**src/rtl/cpu_pkg.sv**
```systemverilog
// Shared definitions for the phase-2 multiply/divide control sequencer:
// state encodings, opcodes and the control-bundle field order.
package cpu_pkg;

  localparam logic [4:0] OP_MUL    = 5'b10000;
  localparam logic [4:0] OP_DIV    = 5'b01111;
  localparam int         CNT_W_DEF = 16;

  typedef enum logic [3:0] {
    S_IDLE, S_T0, S_T1, S_T2, S_T3, S_T4, S_T5, S_T6, S_T7, S_ILL
  } state_e;

  // Field order matches the datapath control inputs, MSB first.
  typedef struct packed {
    logic pc_out, mar_in, inc_pc, mdr_read, mdr_in, mdr_out, ir_in;
    logic gra, grb, r_out, ry_in;
    logic mul_sel, div_sel;
    logic rz_in_lo, rz_in_hi, rz_out_lo, rz_out_hi, lo_in, hi_in;
    logic run, illegal;
  } ctrl_t;

  function automatic logic is_muldiv(input logic [4:0] op);
    return (op == OP_MUL) || (op == OP_DIV);
  endfunction

endpackage

```
**src/rtl/mul_div_control.sv**
```systemverilog
// Moore sequencer stepping fetch -> decode -> Y -> Z{Hi,Lo} -> LO/HI for mul/div,
// one control step per clock; outputs are a pure decode of the state register.
module mul_div_control
  import cpu_pkg::*;
#(
  parameter int CNT_W = CNT_W_DEF
) (
  input  logic             clock,
  input  logic             clear,
  input  logic             start,
  input  logic             stop,
  input  logic             mem_ready,
  input  logic [4:0]       ir_op,
  output logic             PCout,
  output logic             MARin,
  output logic             IncPC,
  output logic             MDRread,
  output logic             MDRin,
  output logic             MDRout,
  output logic             IRin,
  output logic             Gra,
  output logic             Grb,
  output logic             Rout,
  output logic             RYin,
  output logic             MULsel,
  output logic             DIVsel,
  output logic             RZinLo,
  output logic             RZinHi,
  output logic             RZoutLo,
  output logic             RZoutHi,
  output logic             LOin,
  output logic             HIin,
  output logic             Run,
  output logic             Illegal,
  output logic [CNT_W-1:0] instr_cnt
);

  state_e     state, state_nxt;
  logic [4:0] op_reg;
  ctrl_t      c;

  always_ff @(posedge clock or negedge clear) begin
    if (!clear) begin
      state     <= S_IDLE;
      op_reg    <= OP_MUL;
      instr_cnt <= '0;
    end else begin
      state <= state_nxt;
      // IR loads on this same edge, so capture the opcode straight off the bus
      if (state == S_T2) op_reg <= ir_op;
      if (state == S_T7) instr_cnt <= instr_cnt + CNT_W'(1);
    end
  end

  always_comb begin
    state_nxt = state;
    case (state)
      S_IDLE: if (start) state_nxt = S_T0;
      S_T0:   state_nxt = S_T1;
      S_T1:   if (mem_ready) state_nxt = S_T2;
      S_T2:   state_nxt = is_muldiv(ir_op) ? S_T3 : S_ILL;
      S_T3:   state_nxt = S_T4;
      S_T4:   state_nxt = S_T5;
      S_T5:   state_nxt = S_T6;
      S_T6:   state_nxt = S_T7;
      S_T7,
      S_ILL:  state_nxt = stop ? S_IDLE : S_T0;
      default: state_nxt = S_IDLE;
    endcase
  end

  always_comb begin
    c     = '0;
    c.run = (state != S_IDLE);
    case (state)
      S_T0: begin
        c.pc_out = 1'b1; c.mar_in = 1'b1; c.inc_pc = 1'b1; c.rz_in_lo = 1'b1;
      end
      S_T1: begin c.mdr_read = 1'b1; c.mdr_in = 1'b1; end
      S_T2: begin c.mdr_out = 1'b1; c.ir_in = 1'b1; end
      S_T3: begin c.gra = 1'b1; c.r_out = 1'b1; c.ry_in = 1'b1; end
      S_T4: begin
        c.grb = 1'b1; c.r_out = 1'b1;
        c.mul_sel = (op_reg == OP_MUL); c.div_sel = (op_reg == OP_DIV);
      end
      S_T5: begin
        c.rz_in_lo = 1'b1; c.rz_in_hi = 1'b1;
        c.mul_sel = (op_reg == OP_MUL); c.div_sel = (op_reg == OP_DIV);
      end
      S_T6:  begin c.rz_out_lo = 1'b1; c.lo_in = 1'b1; end
      S_T7:  begin c.rz_out_hi = 1'b1; c.hi_in = 1'b1; end
      S_ILL: c.illegal = 1'b1;
      default: ;
    endcase
  end

  assign PCout   = c.pc_out;
  assign MARin   = c.mar_in;
  assign IncPC   = c.inc_pc;
  assign MDRread = c.mdr_read;
  assign MDRin   = c.mdr_in;
  assign MDRout  = c.mdr_out;
  assign IRin    = c.ir_in;
  assign Gra     = c.gra;
  assign Grb     = c.grb;
  assign Rout    = c.r_out;
  assign RYin    = c.ry_in;
  assign MULsel  = c.mul_sel;
  assign DIVsel  = c.div_sel;
  assign RZinLo  = c.rz_in_lo;
  assign RZinHi  = c.rz_in_hi;
  assign RZoutLo = c.rz_out_lo;
  assign RZoutHi = c.rz_out_hi;
  assign LOin    = c.lo_in;
  assign HIin    = c.hi_in;
  assign Run     = c.run;
  assign Illegal = c.illegal;

endmodule
```
**config.mk**
```make
export PLATFORM = sky130hd
export DESIGN_NAME = mul_div_control
export DESIGN_NICKNAME = d
export VERILOG_FILES = /design/src/rtl/cpu_pkg.sv /design/src/rtl/mul_div_control.sv
export SDC_FILE = /design/constraint.sdc
export NUM_CORES = 1
export LEC_CHECK = 0
export CAP_MARGIN = 40
export CORE_ASPECT_RATIO = 1.5
export CORE_MARGIN = 8
export CORE_UTILIZATION = 31
export CTS_CLUSTER_SIZE = 24
export DETAILED_ROUTE_END_ITERATION = 7
export GPL_TIMING_DRIVEN = 0
export PLACE_DENSITY = 0.65
export RECOVER_POWER = 50
export REMOVE_ABC_BUFFERS = 1
export SYNTH_ARGS = -nofsm -noshare
export SYNTH_HDL_FRONTEND = slang
export SYNTH_SLANG_ARGS = --single-unit
```
**constraint.sdc**
```tcl
create_clock -name clock -period 1.63 [get_ports clock]
set_input_delay 0.163 -clock clock [delete_from_list [all_inputs] [get_ports clock]]
set_output_delay 0.163 -clock clock [all_outputs]
set_load 0.01 [all_outputs]
```
==> key figures <==
Pwr
  • P_leak: 0.9766 nW
  • Total chip power: 3.011 mW
  • Worst VDD drop: 0.9885 mV
  • Pwr per Cell Area: 1430 nW/um^2

Drt
  • Routed Antenna Nets: 0
  • First-pass DRT Iterations: 4
  • Drt wl/cell: 16.19 um
  • Via Count: 1201
  • Residual DRC: 0
  • Final wirelength: 3822 um
  • Initial DRC Count: 29
  • Vias per std cell: 5.089

Place
  • DP HPWL: 2532 um
  • I/O Buffers: 46
  • GPL Wtd Cong: 0.6866
  • Placed Cells: 206

Logic synthesis
  • Synth cell types: 33
  • Avg Inst Size Synth: 10.75 um^2
  • Synthesized instance count: ~120
  • Seq/Total Area, Yosys: 47.04%
  • Yosys reg bits: 25
  • Ys Warns: 0
  • Mapped Area: 1333 um^2
  • Post-synth top area share: roughly 45%
  • Leading post-synthesis cells by cell area: dfrtp_1 45%, xnor2_1 7.2%, mux2_2 6.8%, buf_4 3.9%, nor4_4 3.2%
  • Top cell type by total area after synthesis: dfrtp_1

Worst setup path
  • Worst Setup End Kind: output port
  • Reg2Reg Depth: 5
  • Required time worst endpoint: 1.47 ns
  • R2R setup slack: -0.06 ns
  • Max stage delay on crit path: 0.43 ns
  • CP max-delay cell: dfrtp_2
  • RR Endpoint: instr_cnt[12]
  • Critical-path cell list: buf_4, buf_4, nand2b_4, mux2_4, nor2_2, buf_2
  • Max FO, Critical Path: 6
  • Most used cell, CP: buf_4
  • Crit path DAT: between 1.5 and 2 ns
  • Crit path launch type: flop
  • Crit path kind: reg -> out
  • Worst r2r src: state[0]

STA
  • Final Max Tran Viols: 0
  • Final WS setup: -0.06998 ns
  • Final hold slack: roughly 0.27 ns
  • RSZ-0062 raised after global routing: yes
  • Relative slew slack: 41.51%
  • Slew at the pin closest to its max-slew limit: 0.8774 ns
  • Final count of hold timing violations: 0
  • Clock skew: 0.002756 ns
  • Final worst path period need: 1.700 ns
  • Setup Viol. Count Final: 7
  • Final period util: 104.3%
  • Peak Freq: 588.2 MHz

Global route
  • Antenna violations before repair: 0
  • Total gr overflow: 0
  • Total track usage: between 10% and 20%
  • Largest net degree at the start of global routing: 17
  • Number of global-route vias before repair: between 1000 and 1500
  • First-pass GRT wire length: 6272 um

Run status
  • Violated checks: negative setup slack
  • Outcome: complete, but fails checks

Die
  • Die height: about 96 um
  • Die ar.: approximately 6700 um^2
  • Ports: 47
  • Core box area: 4173 um^2
  • Starting density of the core: a little under a third
  • Row count: 29
  • Die Width: between 60 and 70 um

Clock network
  • Num CTS Buffers: 3
  • Root Driver: clkbuf_8
  • Clk Latency, worst-skew pair: 0.27 ns
  • Clock-pin transition on the worst setup and hold timing paths: 0.09 ns
  • CTS tree: done
  • Htree depth: 1
  • Post-CTS Hold Buffers: 0
  • Max Root-Sink Buffers: 2
  • Clock sink total: 25

Final layout
  • Layout Area Growth over Synthesis: 58.03%
  • Nets: 202
  • Diode count: 0
  • Post-Route Utilization: between 50 and 60%
  • Max FFs per register: 16
  • Fin cells: between 200 and 250
  • Fraction of layout cells with a size suffix above 1: 43.16%

Job
  • MaxCap Viol Count: 0

Min path
  • Worst min path class: in -> async
layout by cell type (no fill, tap or decap), types with 2 or more instances in the layout:
cell type and n:
clkdlybuf4s50_1 24, dfrtp_1 19, buf_4 18, xnor2_1 11, nand2_1 10, clkbuf_2 10
nor2_1 9, buf_2 8, mux2_2 7, buf_6 7, dfrtp_2 5, nor3_4 4
a21oi_1 4, nand3_1 4, nand2b_4 3, or4_1 3, and3_1 3, xor2_1 3
clkbuf_8 3, dlygate4sd2_1 3, nand4_1 2, inv_1 2, nor4_4 2
routing by layer:
layer	track usage (%)	wire length, um	vias up
li1	-	-	557
met1	10.82	1413	585
met2	21.20	1981	52
met3	4.850	351	7
met4	5.660	76	0
met5	0	0	-
final cells by class:
| cell class | instances | area (um^2) |
|---|---|---|
| Clock buffer | 3 | 41.29 |
| Clock inverter | 1 | 7.507 |
| Fill cell | 384 | 2067 |
| Inverter | 2 | 7.507 |
| Multi-Input combinational cell | 86 | 754.5 |
| Sequential cell | 25 | 633.1 |
| Tap cell | 46 | 57.56 |
| Timing Repair Buffer | 73 | 604.3 |
logic make-up (layout without fill, tap and decap cells):
family                   Yosys count  count (layout)  share of synthesized area [%]
multiplexers                       9               9                          7.512
AO/OA/AOI/OAI                      8               8                          3.192
AND/OR/NAND/NOR                   53              53                          25.16
adder cells (fa/ha/maj)            1               1                         0.9388
XOR/XNOR                          15              15                          9.859
buffers and inverters             13              79                          6.291
flip-flops                        25              25                          47.04
synthesized netlist by cell type (all sizes together):
cell type   n
clkbuf      2
and3        3
dfrtp      24
or4         3
a21oi       5
xnor2      11
nand2      11
mux2        8
nor2       11
mux2i       1
nor4b       1
nor4        2
nand3       4
nand2b      4
nor3        6
o31ai       1
nand4       3
nand3b      1
dfstp       1
nand4bb     1
ha          1
and4b       1
xor2        4
or3b        1
o21ai       2
buf         9
inv         2
or2         1
worst max-delay path, delay by kind of cell (launching register included):
kind | cells | cell delay [ns]
buffers and inverters | 3 | 0.36
flip-flops | 1 | 0.43
multiplexers | 1 | 0.29
AND/OR/NAND/NOR | 2 | 0.18
how the worst max path moves through the flow:
stage,start,to,slack (ns),cells past startpoint
2_1_floorplan,state[2],instr_cnt[1],-0.22,3
3_3_place_gp,state[2],HIin,-0.36,3
3_5_place_dp,state[2],HIin,-0.39,3
4_1_cts,state[2],Run,-0.10,3
5_1_grt,instr_cnt[1],instr_cnt[12],-0.17,5
6_report,state[0],RZinLo,-0.07,6
power by group:
group | internal, mW | switching [mW] | total [mW] | leakage (nW)
clock | 0.174 | 0.205 | 0.378 | 0.0217
combinational | 0.917 | 0.781 | 1.70 | 0.633
sequential | 0.785 | 0.149 | 0.934 | 0.322
total | 1.88 | 1.14 | 3.01 | 0.977
what timing repair did:
action,4_1_cts,5_1_grt
pin swaps,6,13
hold endpoints to repair,0,0
resized for setup,66,37
setup buffers,17,9
endpoints found under the setup margin,35,30
per-stage QoR:
step | worst slack, ns | instance area (um^2) | TNS (ns)
floorplan | -0.2198 | 1256 | -0.3310
global placement | -0.3599 | 1774 | -4.043
detailed placement | -0.3873 | 1789 | -4.954
CTS | -0.1045 | 2019 | -0.4390
global route | -0.1718 | 2106 | -1.816
finish | -0.06998 | 2106 | -0.3125
Power figures use the tool's default switching activity.
